### src/rtl/fifo_stream_reader.sv
// fifo_stream_reader: drains len words from a registered-read FIFO onto a valid/ready stream.
// Optional FIFO_RD_LAST_EN adds m_last, tagging the final word of each transfer.
module fifo_stream_reader #(
   parameter int DATA_WIDTH = 8,
   parameter int LEN_WIDTH  = 16
) (
   input  logic                  clk,
   input  logic                  rst_n,
   input  logic                  start,
   input  logic [LEN_WIDTH-1:0]  len,
   output logic                  busy,
   output logic                  done,
   output logic                  fifo_rden,
   input  logic [DATA_WIDTH-1:0] fifo_rdata,
   input  logic                  fifo_empty,
   output logic                  m_valid,
   output logic [DATA_WIDTH-1:0] m_data,
   input  logic                  m_ready
`ifdef FIFO_RD_LAST_EN
   ,
   output logic                  m_last
`endif
);

   typedef enum logic [1:0] {
      IDLE,
      RUN,
      DRAIN,
      DONE
   } state_t;

   state_t                state;
   logic [LEN_WIDTH-1:0]  rem_rd;
   logic [LEN_WIDTH-1:0]  rem_out;
   logic                  inflight;
   logic [1:0]            skid_cnt;
   logic [DATA_WIDTH-1:0] skid_d0;
   logic [DATA_WIDTH-1:0] skid_d1;
   logic                  pop;
   logic                  wr;
   logic [2:0]            occ;

   assign pop = m_valid & m_ready;
   assign wr  = inflight;

   // Words held after this edge: skid entries plus the one still in flight.
   assign occ = {1'b0, skid_cnt}
              + {2'b00, inflight}
              - {2'b00, pop};

   assign fifo_rden = (state == RUN)
                    && !fifo_empty
                    && (rem_rd != '0)
                    && (occ < 3'd2);

   assign m_valid = (skid_cnt != 2'd0);
   assign m_data  = skid_d0;

   // Transfer sequencing with registered busy/done.
   always_ff @(posedge clk or negedge rst_n) begin
      if (!rst_n) begin
         state   <= IDLE;
         busy    <= 1'b0;
         done    <= 1'b0;
         rem_rd  <= '0;
         rem_out <= '0;
      end else begin
         unique case (state)
            IDLE: begin
               if (start) begin
                  busy <= 1'b1;
                  if (len != '0) begin
                     state   <= RUN;
                     rem_rd  <= len;
                     rem_out <= len;
                  end else begin
                     state <= DONE;
                     done  <= 1'b1;
                  end
               end
            end
            RUN: begin
               if (fifo_rden) begin
                  rem_rd <= rem_rd - LEN_WIDTH'(1);
                  if (rem_rd == LEN_WIDTH'(1)) begin
                     state <= DRAIN;
                  end
               end
               if (pop) begin
                  rem_out <= rem_out - LEN_WIDTH'(1);
               end
            end
            DRAIN: begin
               if (pop) begin
                  rem_out <= rem_out - LEN_WIDTH'(1);
                  if (rem_out == LEN_WIDTH'(1)) begin
                     state <= DONE;
                     done  <= 1'b1;
                  end
               end
            end
            DONE: begin
               state <= IDLE;
               busy  <= 1'b0;
               done  <= 1'b0;
            end
            default: begin
               state <= IDLE;
               busy  <= 1'b0;
               done  <= 1'b0;
            end
         endcase
      end
   end

   // Two-entry skid: head feeds m_data, tail catches the in-flight word.
   always_ff @(posedge clk or negedge rst_n) begin
      if (!rst_n) begin
         inflight <= 1'b0;
         skid_cnt <= 2'd0;
         skid_d0  <= '0;
         skid_d1  <= '0;
      end else begin
         inflight <= fifo_rden;
         unique case ({wr, pop})
            2'b10: begin
               if (skid_cnt == 2'd0) begin
                  skid_d0 <= fifo_rdata;
               end else begin
                  skid_d1 <= fifo_rdata;
               end
               skid_cnt <= skid_cnt + 2'd1;
            end
            2'b01: begin
               skid_d0  <= skid_d1;
               skid_cnt <= skid_cnt - 2'd1;
            end
            2'b11: begin
               if (skid_cnt == 2'd1) begin
                  skid_d0 <= fifo_rdata;
               end else begin
                  skid_d0 <= skid_d1;
                  skid_d1 <= fifo_rdata;
               end
            end
            default: begin
            end
         endcase
      end
   end

`ifdef FIFO_RD_LAST_EN
   logic inflight_last;
   logic skid_l0;
   logic skid_l1;

   assign m_last = m_valid & skid_l0;

   // Last-word tags travel alongside the skid data.
   always_ff @(posedge clk or negedge rst_n) begin
      if (!rst_n) begin
         inflight_last <= 1'b0;
         skid_l0       <= 1'b0;
         skid_l1       <= 1'b0;
      end else begin
         inflight_last <= fifo_rden
                        && (rem_rd == LEN_WIDTH'(1));
         unique case ({wr, pop})
            2'b10: begin
               if (skid_cnt == 2'd0) begin
                  skid_l0 <= inflight_last;
               end else begin
                  skid_l1 <= inflight_last;
               end
            end
            2'b01: begin
               skid_l0 <= skid_l1;
               skid_l1 <= 1'b0;
            end
            2'b11: begin
               if (skid_cnt == 2'd1) begin
                  skid_l0 <= inflight_last;
               end else begin
                  skid_l0 <= skid_l1;
                  skid_l1 <= inflight_last;
               end
            end
            default: begin
            end
         endcase
      end
   end
`endif

endmodule

### config.mk
export PLATFORM = sky130hd
export DESIGN_NAME = fifo_stream_reader
export DESIGN_NICKNAME = d
export VERILOG_FILES = /design/src/rtl/fifo_stream_reader.sv
export SDC_FILE = /design/constraint.sdc
export NUM_CORES = 1
export LEC_CHECK = 0
export CORE_UTILIZATION = 50
export DETAILED_ROUTE_END_ITERATION = 10
export GPL_TIMING_DRIVEN = 0
export PLACE_DENSITY_LB_ADDON = 0.15
export SYNTH_ARGS = -nofsm -noshare
export SYNTH_HDL_FRONTEND = slang
export SYNTH_SLANG_ARGS = --single-unit
### constraint.sdc
create_clock -name clk -period 7.9 [get_ports clk]
set_clock_uncertainty 0.05 [all_clocks]
set_input_delay 1.58 -clock clk [delete_from_list [all_inputs] [get_ports clk]]
set_output_delay 1.58 -clock clk [all_outputs]
set_load 0.05 [all_outputs]
==> summary.txt <==
Status
  – Status: finished clean

Timing
  – Max-slew violation count: 0
  – Worst-margin pin slew: 739.9 ps
  – Max-slew headroom: 50.49%
  – Final setup violation count: 0
  – Hold Vio Cnt, Final: 0
  – Setup tns final: 0 ps
  – Highest clock rate: 161.9 MHz
  – Minimum clock period: 6177 ps
  – RSZ-0062 raised after global routing: no
  – Final Cycle Share: 78.19%

Job
  – # Max-Cap Violations: 0

Clock tree
  – Clock latency on the worst-skew pair: 320 ps
  – Num CTS Buffers: 5
  – Root buf cell: clkbuf_8
  – Clock Sinks: 55
  – CTS Buffer Depth: 2
  – TritonCTS clock tree: yes
  – Htree depth: 2
  – Clock-pin slew on the worst setup and hold paths: 110 ps
  – Postcts setup bufs: 0
  – CTS Hold Bufs: 0
  – # resized after CTS: 0

Logic synthesis
  – Post-synth net total: 426
  – Synth warn: 0
  – Post-synthesis register bit count: 55
  – EDFF count, synth: 0
  – Post-synth cell types: 56
  – Sequential-to-total area share from yosys stat: 40.34%
  – Syn_area_per_cell: 8.909 µm²
  – Post-Syn Area: 3412 µm²
  – Asr flop ratio synth: 100.0%
  – Predominant post-synthesis flop cell: dfrtp_1
  – Cells after Synth: 383

Min path
  – Min-Delay Path Class: flop to flop

Power
  – PnR Total Power: 1.778 mW
  – Pwr dens: 442.1 nW/µm²
  – VDD IR-drop max: 0.0001921 V
  – Leakage: 1.659 nW

Worst setup path
  – Worst setup EP type: primary output
  – Worst Path Buf+Inv: 3
  – Worst path required time: 6270 ps
  – Slowest cell on the critical path: clkdlybuf4s50_1
  – Critical Path AT: 4550 ps
  – Crit path kind: input pin to primary output
  – CP top delay family: buffers and inverters
  – Crit-path max cell delay: 800 ps
  – CP startpoint kind: input pin
  – Most used cell, CP: clkdlybuf4s50_1
  – CP Max Fanout: 6
  – Crit path cell chain: clkdlybuf4s50_1 -> nand2b_1 -> inv_1 -> nor2_1 -> o21ai_0 -> fa_1 -> xor2_1 -> nor3_1 -> and2_1 -> clkdlybuf4s50_1

Die
  – I/O Pins: 41
  – Die height: 84.61 µm
  – Starting Density: 52.83%
  – Core box area: 6459 µm²
  – DIE WIDTH: 84.61 µm
  – Die area: 7158 µm²
  – Row count: 29

Routing
  – # DRC: 0
  – Drt pass-1 iters: 7
  – DR iter-0 viols: 245
  – Final wirelength: 9245 µm
  – Routed WL per cell: 18.16 µm
  – ANT nets after route: 0
  – Vias: 3,225
  – DR vias/cell: 6.336

Place
  – DP Cell Count: 501
  – Dpl hpwl: 6792 µm
  – IO Port Bufs: 40
  – Placer Congestion: 0.8927

Global routing
  – Initial antenna violation count: 0
  – Total grt overflow: 0
  – Global-route wire length before repair: 15,820 µm
  – Total GRT Usage: 27.87%
  – Largest net degree at the start of global routing: 34
  – Vias in the first global route: 3,131

Cells and area
  – Fillers: 574
  – Share of cells above drive strength 1: 8.796%
  – Final Instance Count excl. Fillers: 509
  – P&R area growth vs syn: 17.86%
  – # diodes: 0
  – Fin nets: 474
[cell usage in the layout, fill, tap and decap left out, types with 3 or more instances in the layout]
| cell | instances |
|---|---|
| dfrtp_1 | 55 |
| nor2_1 | 44 |
| clkdlybuf4s50_1 | 39 |
| o21ai_0 | 28 |
| nand2_1 | 27 |
| a21oi_1 | 26 |
| inv_1 | 20 |
| nor3_1 | 18 |
| a31oi_1 | 15 |
| ha_1 | 13 |
| clkbuf_1 | 12 |
| o22a_1 | 10 |
| a22oi_1 | 10 |
| nor4_1 | 9 |
| mux2_2 | 9 |
| buf_2 | 7 |
| mux2i_1 | 7 |
| and3_1 | 6 |
| a41oi_1 | 5 |
| nor2b_1 | 5 |
| clkbuf_8 | 5 |
| nand3_1 | 4 |
| a211o_1 | 4 |
| o31ai_1 | 3 |
| or4_4 | 3 |
| or4_1 | 3 |
[Yosys cell counts, types with 6 or more instances]
library cell  count  area share (%)
dfrtp_1          55              40
ha_1             13             4.8
mux2_2            9             3.0
a21oi_1          26             3.8
buf_2             6            0.88
a31oi_1          15             2.8
nor3_1           18             2.6
inv_1            20             2.2
nand2_1          27             3.0
nor4_1            9             1.7
o22a_1           10             2.6
o21ai_0          28             4.1
mux2i_1           7             2.1
and3_1            6             1.1
a22oi_1          10             2.2
clkbuf_1         12             1.3
nor2_1           44             4.8
[registers in the layout, summed over array words and instances (netlist names)]
register / count
busy: 1
rem_out: 16
state: 2
m_data: 8
rem_rd: 16
done: 1
inflight: 1
skid_d1: 8
skid_cnt: 2
[power by group]
group	leakage [nW]	internal, mW	switching, mW
clock	0.0511	0.0674	0.110
sequential	0.658	0.419	0.141
combinational	0.950	0.411	0.629
total	1.66	0.898	0.880
[logic make-up (layout without fill, tap and decap cells)]
family | after synthesis | count (layout) | synth area share [%]
AND/OR/NAND/NOR | 137 | 137 | 20.83
AO/OA/AOI/OAI | 118 | 118 | 22.74
flip-flops | 55 | 55 | 40.34
buffers and inverters | 40 | 89 | 4.950
multiplexers | 16 | 16 | 5.024
adder cells (fa/ha/maj) | 14 | 14 | 5.354
XOR/XNOR | 3 | 3 | 0.7702
[area by class of cell]
cell class	instances	area (µm²)	share of cell area, %
well taps	77	96.34	2.396
inverters	20	75.07	1.867
plain buffers	20	93.84	2.334
clock buffers	5	68.82	1.711
flip-flops and latches	55	1376	34.23
repair buffers	41	415.4	10.33
clock inverters	3	28.78	0.7156
multi-input cells	288	1867	46.42
[per-layer routing]
metal,vias up,share of wire (%),GRT usage (%)
met5,-,0,0
met4,0,1.6,8.629
met3,18,7.4,5.605
met2,134,48,46.05
met1,1569,42,37.10
li1,1504,-,-
[stage by stage]
stage	worst slack (ps)	hold WS [ps]	cell area [µm²]	utilization, %
after floorplan	2996	411.8	3412	-
after global placement	1738	416.4	3909	60.52
after detailed placement	1709	424.7	3924	60.75
after CTS	1692	452.8	4021	62.26
after global routing	1517	478.4	4021	62.26
final	1723	440.8	4021	62.26
[worst paths after layout]
check	slack, ps	end	startpoint	depth (start not counted)
hold / removal	440	m_data[1]$_DFFE_PN0P_	m_data[1]$_DFFE_PN0P_	2
max in group asynchronous	6040	m_data[7]$_DFFE_PN0P_	rst_n	2
setup / recovery	1720	fifo_rden	m_ready	10
min in group asynchronous	1170	rem_rd[5]$_DFFE_PN0P_	rst_n	1
hold reg to reg	440	m_data[1]$_DFFE_PN0P_	m_data[1]$_DFFE_PN0P_	2
setup reg to reg	4410	rem_rd[4]$_DFFE_PN0P_	skid_cnt[1]$_DFFE_PN0P_	14
[worst reg2reg max path: cells and delay by family (launching register included)]
family                   cells  cell delay [ps]
flip-flops                   1              450
XOR/XNOR                     1              150
buffers and inverters        4              560
adder cells (fa/ha/maj)      2              660
AO/OA/AOI/OAI                3              510
AND/OR/NAND/NOR              4             1010
Power figures use the tool's default switching activity.
==> patch: new RTL, same settings <==
The 4 states of `state_t` get a one-hot encoding in 4 bits.
--- a/src/rtl/fifo_stream_reader.sv
+++ b/src/rtl/fifo_stream_reader.sv
@@ -24,7 +24,7 @@
 
-   typedef enum logic [1:0] {
-      IDLE,
-      RUN,
-      DRAIN,
-      DONE
+   typedef enum logic [3:0] {
+      IDLE  = 4'b0001,
+      RUN   = 4'b0010,
+      DRAIN = 4'b0100,
+      DONE  = 4'b1000
    } state_t;
Formal check against the unedited RTL: same outputs for any inputs over 10 cycles, from zero or initial values and one cycle with rst_n low; not proved beyond that.
==> patch against the original RTL <==
The run now ends with design-rule violations left. Wire length shrank 0.79%. Design area grew 1.6%. Worst setup slack lost 0.28 ns. Sequential share of layout area grew 0.73 points. Sequential cell count grew 2. Synthesized area shrank 0.95%. Power shrank 6.4%. Die area shrank 0.92%. First-iteration DRC count grew 48%. Critical path type unchanged. Highest routed layer unchanged.
==> patch: results (changes against the original RTL) <==
[yosys]
synthXorXnorAreaFrac_pct = 0.777  ; was 0.770%
compound_cell_area_share_of_the_yosys_netlist_pct = 25.2  ; was 22.7%
mappedNetlistNets = 405  ; was 426
yosys.area_share.adder_pct = 3.92  ; was 5.35%
post_synth_mux_area_share_pct = 3.59  ; was 5.02%
ys_types = 62  ; was 56
synth_area_leaders = dfrtp_1 41%, o21ai_0 4.7%, a21oi_1 4.1%  ; was dfrtp_1 40%, nor2_1 4.8%, ha_1 4.8%
top_post_synthesis_cells_by_count = 56 x dfrtp_1, 36 x nor2_1, 32 x o21ai_0  ; was 55 x dfrtp_1, 44 x nor2_1, 28 x o21ai_0
sequential_fraction_of_the_synthesis_area_pct = 42.2  ; was 40.3%

[layout]
count_of_fill_cells_added_during_filler_insertion = 557  ; was 574
share_of_post_route_cells_with_drive_strength_above_1_pct = 11.3  ; was 8.80%
top_regs = rem_out: 16 flops, rem_rd: 16 flops  ; unchanged
final_net_count = 457  ; was 474

[clocking]
post_cts_buffers = 0  ; unchanged
number_of_buffers_inserted_during_clock_tree_synthesis = 9  ; was 5
resized_gates_after_cts = 0  ; unchanged
clkLatencyLatePin_ns = 0.34  ; was 0.32 ns
clk_root_buffer_cell = clkbuf_8  ; unchanged
cts_max_level = 3  ; was 2
clkSlewWorstSetupHoldPaths_ns = 0.06  ; was 0.11 ns

[global_route]
groute.layer.met1.usage_pct = 38.3  ; was 37.1%
globalRouteMet2Util_pct = 41.6  ; was 46.0%
number_of_global_route_vias_before_repair = 3057  ; was 3,131
grt_start_max_net_pins = 33  ; was 34
grt_use_total_pct = 27.5  ; was 27.9%
grt_first_pass_wirelength_um = 15300  ; was 15,800 um
met3_usage_pct = 6.39  ; was 5.60%

[power_and_ir_drop]
total_leakage_power_nw = 1.62  ; was 1.66 nW
power.ir.vdd_worst_v = 0.000234  ; was 0.000192 V
power-per-cell-area_mw_per_mm2 = 408  ; was 442 mW/mm^2

[critical_path]
timing.reg2reg.setup_slack_ns = 4.42  ; was 4.41 ns
worst-path-max-fanout = 11  ; was 6
worstRegToRegCells = 13  ; was 14
rr_endpoint = rem_rd[1]  ; was rem_rd[4]
cp_slowest_stage_delay_ns = 0.85  ; was 0.80 ns
arrival_ns = 4.82  ; was 4.55 ns

[placement]
detailed_place_hpwl_um = 6580  ; was 6790 um
globalplace.congestion = 0.888  ; was 0.893

[sta]
worst_slew_pin_slew_ns = 0.696  ; was 0.740 ns

[route]
detail_route.drc_violations = 2  ; was 0
drt_pass1_iterations = 7  ; unchanged
met2RoutedLength_um = 4140  ; was 4480 um
first_iter_violations = 363  ; was 245
wirelength_met1_um = 4220  ; was 3930 um
top_layer = met4  ; unchanged
route.detailed.vias_per_inst = 6.40  ; was 6.34
routed_wl_um = 9170  ; was 9250 um
met3_wirelength_um = 572  ; was 684 um

[run_status]
result_of_the_run = finished with violations  ; was complete, no violations
violations = design-rule violations

## patch: cell types whose count changed in the layout (fill, tap and decap cells not counted), moves of 6 or more
cell	unedited run	this run
a31oi_1	15	5
clkbuf_8	5	13
nor2_1	44	36
nand3_1	4	11
inv_1	20	14
o22a_1	10	4
## patch: metrics by stage
| stage | worst slack, ns | cells | util, % | cell area [sq um] | hold slack (ns) |
|---|---|---|---|---|---|
| final | 1.45 | 500 | 63.6 | 4080 | 0.432 |
| after global routing | 1.32 | 500 | 63.6 | 4080 | 0.468 |
| after CTS | 1.45 | 500 | 63.6 | 4080 | 0.437 |
| after detailed placement | 1.45 | 484 | 60.6 | 3890 | 0.423 |
| after global placement | 1.49 | 483 | 60.4 | 3880 | 0.424 |
| after floorplan | 3.02 | 366 | - | 3380 | 0.413 |
## patch: cell type report
cell class	instances	area [sq um]	area share, %
buffer	14	65.1	1.59
clock buffer	14	183	4.47
clock inverter	2	10.0	0.245
inverter	15	56.3	1.38
multi-input combinational	280	1830	44.8
sequential	57	1430	35.0
tap	77	96.3	2.36
timing repair buffer	41	415	10.2
## patch: worst min path at each step
stage                    from   endpoint  slack [ns]  cells past startpoint
global placement    m_data[2]  m_data[2]        0.42                      2
CTS                 m_data[5]  m_data[5]        0.44                      2
floorplan           rem_rd[6]  rem_rd[6]        0.41                      1
finish              m_data[5]  m_data[5]        0.43                      2
detailed placement  m_data[6]  m_data[6]        0.42                      2
global route        m_data[5]  m_data[5]        0.47                      2
## patch: critical path, delay by kind of cell
kind	cells	cell delay (ns)
adders and majority gates	1	0.40
and+or+nand+nor	3	0.43
AOI/OAI and AO/OA	2	0.52
xor gates and xnor gates	1	0.18
buffers and inverters	4	1.72
## patch: report_power, final
group	switching [mW]	internal (mW)
clock network	0.118	0.147
logic	0.495	0.329
registers	0.141	0.434
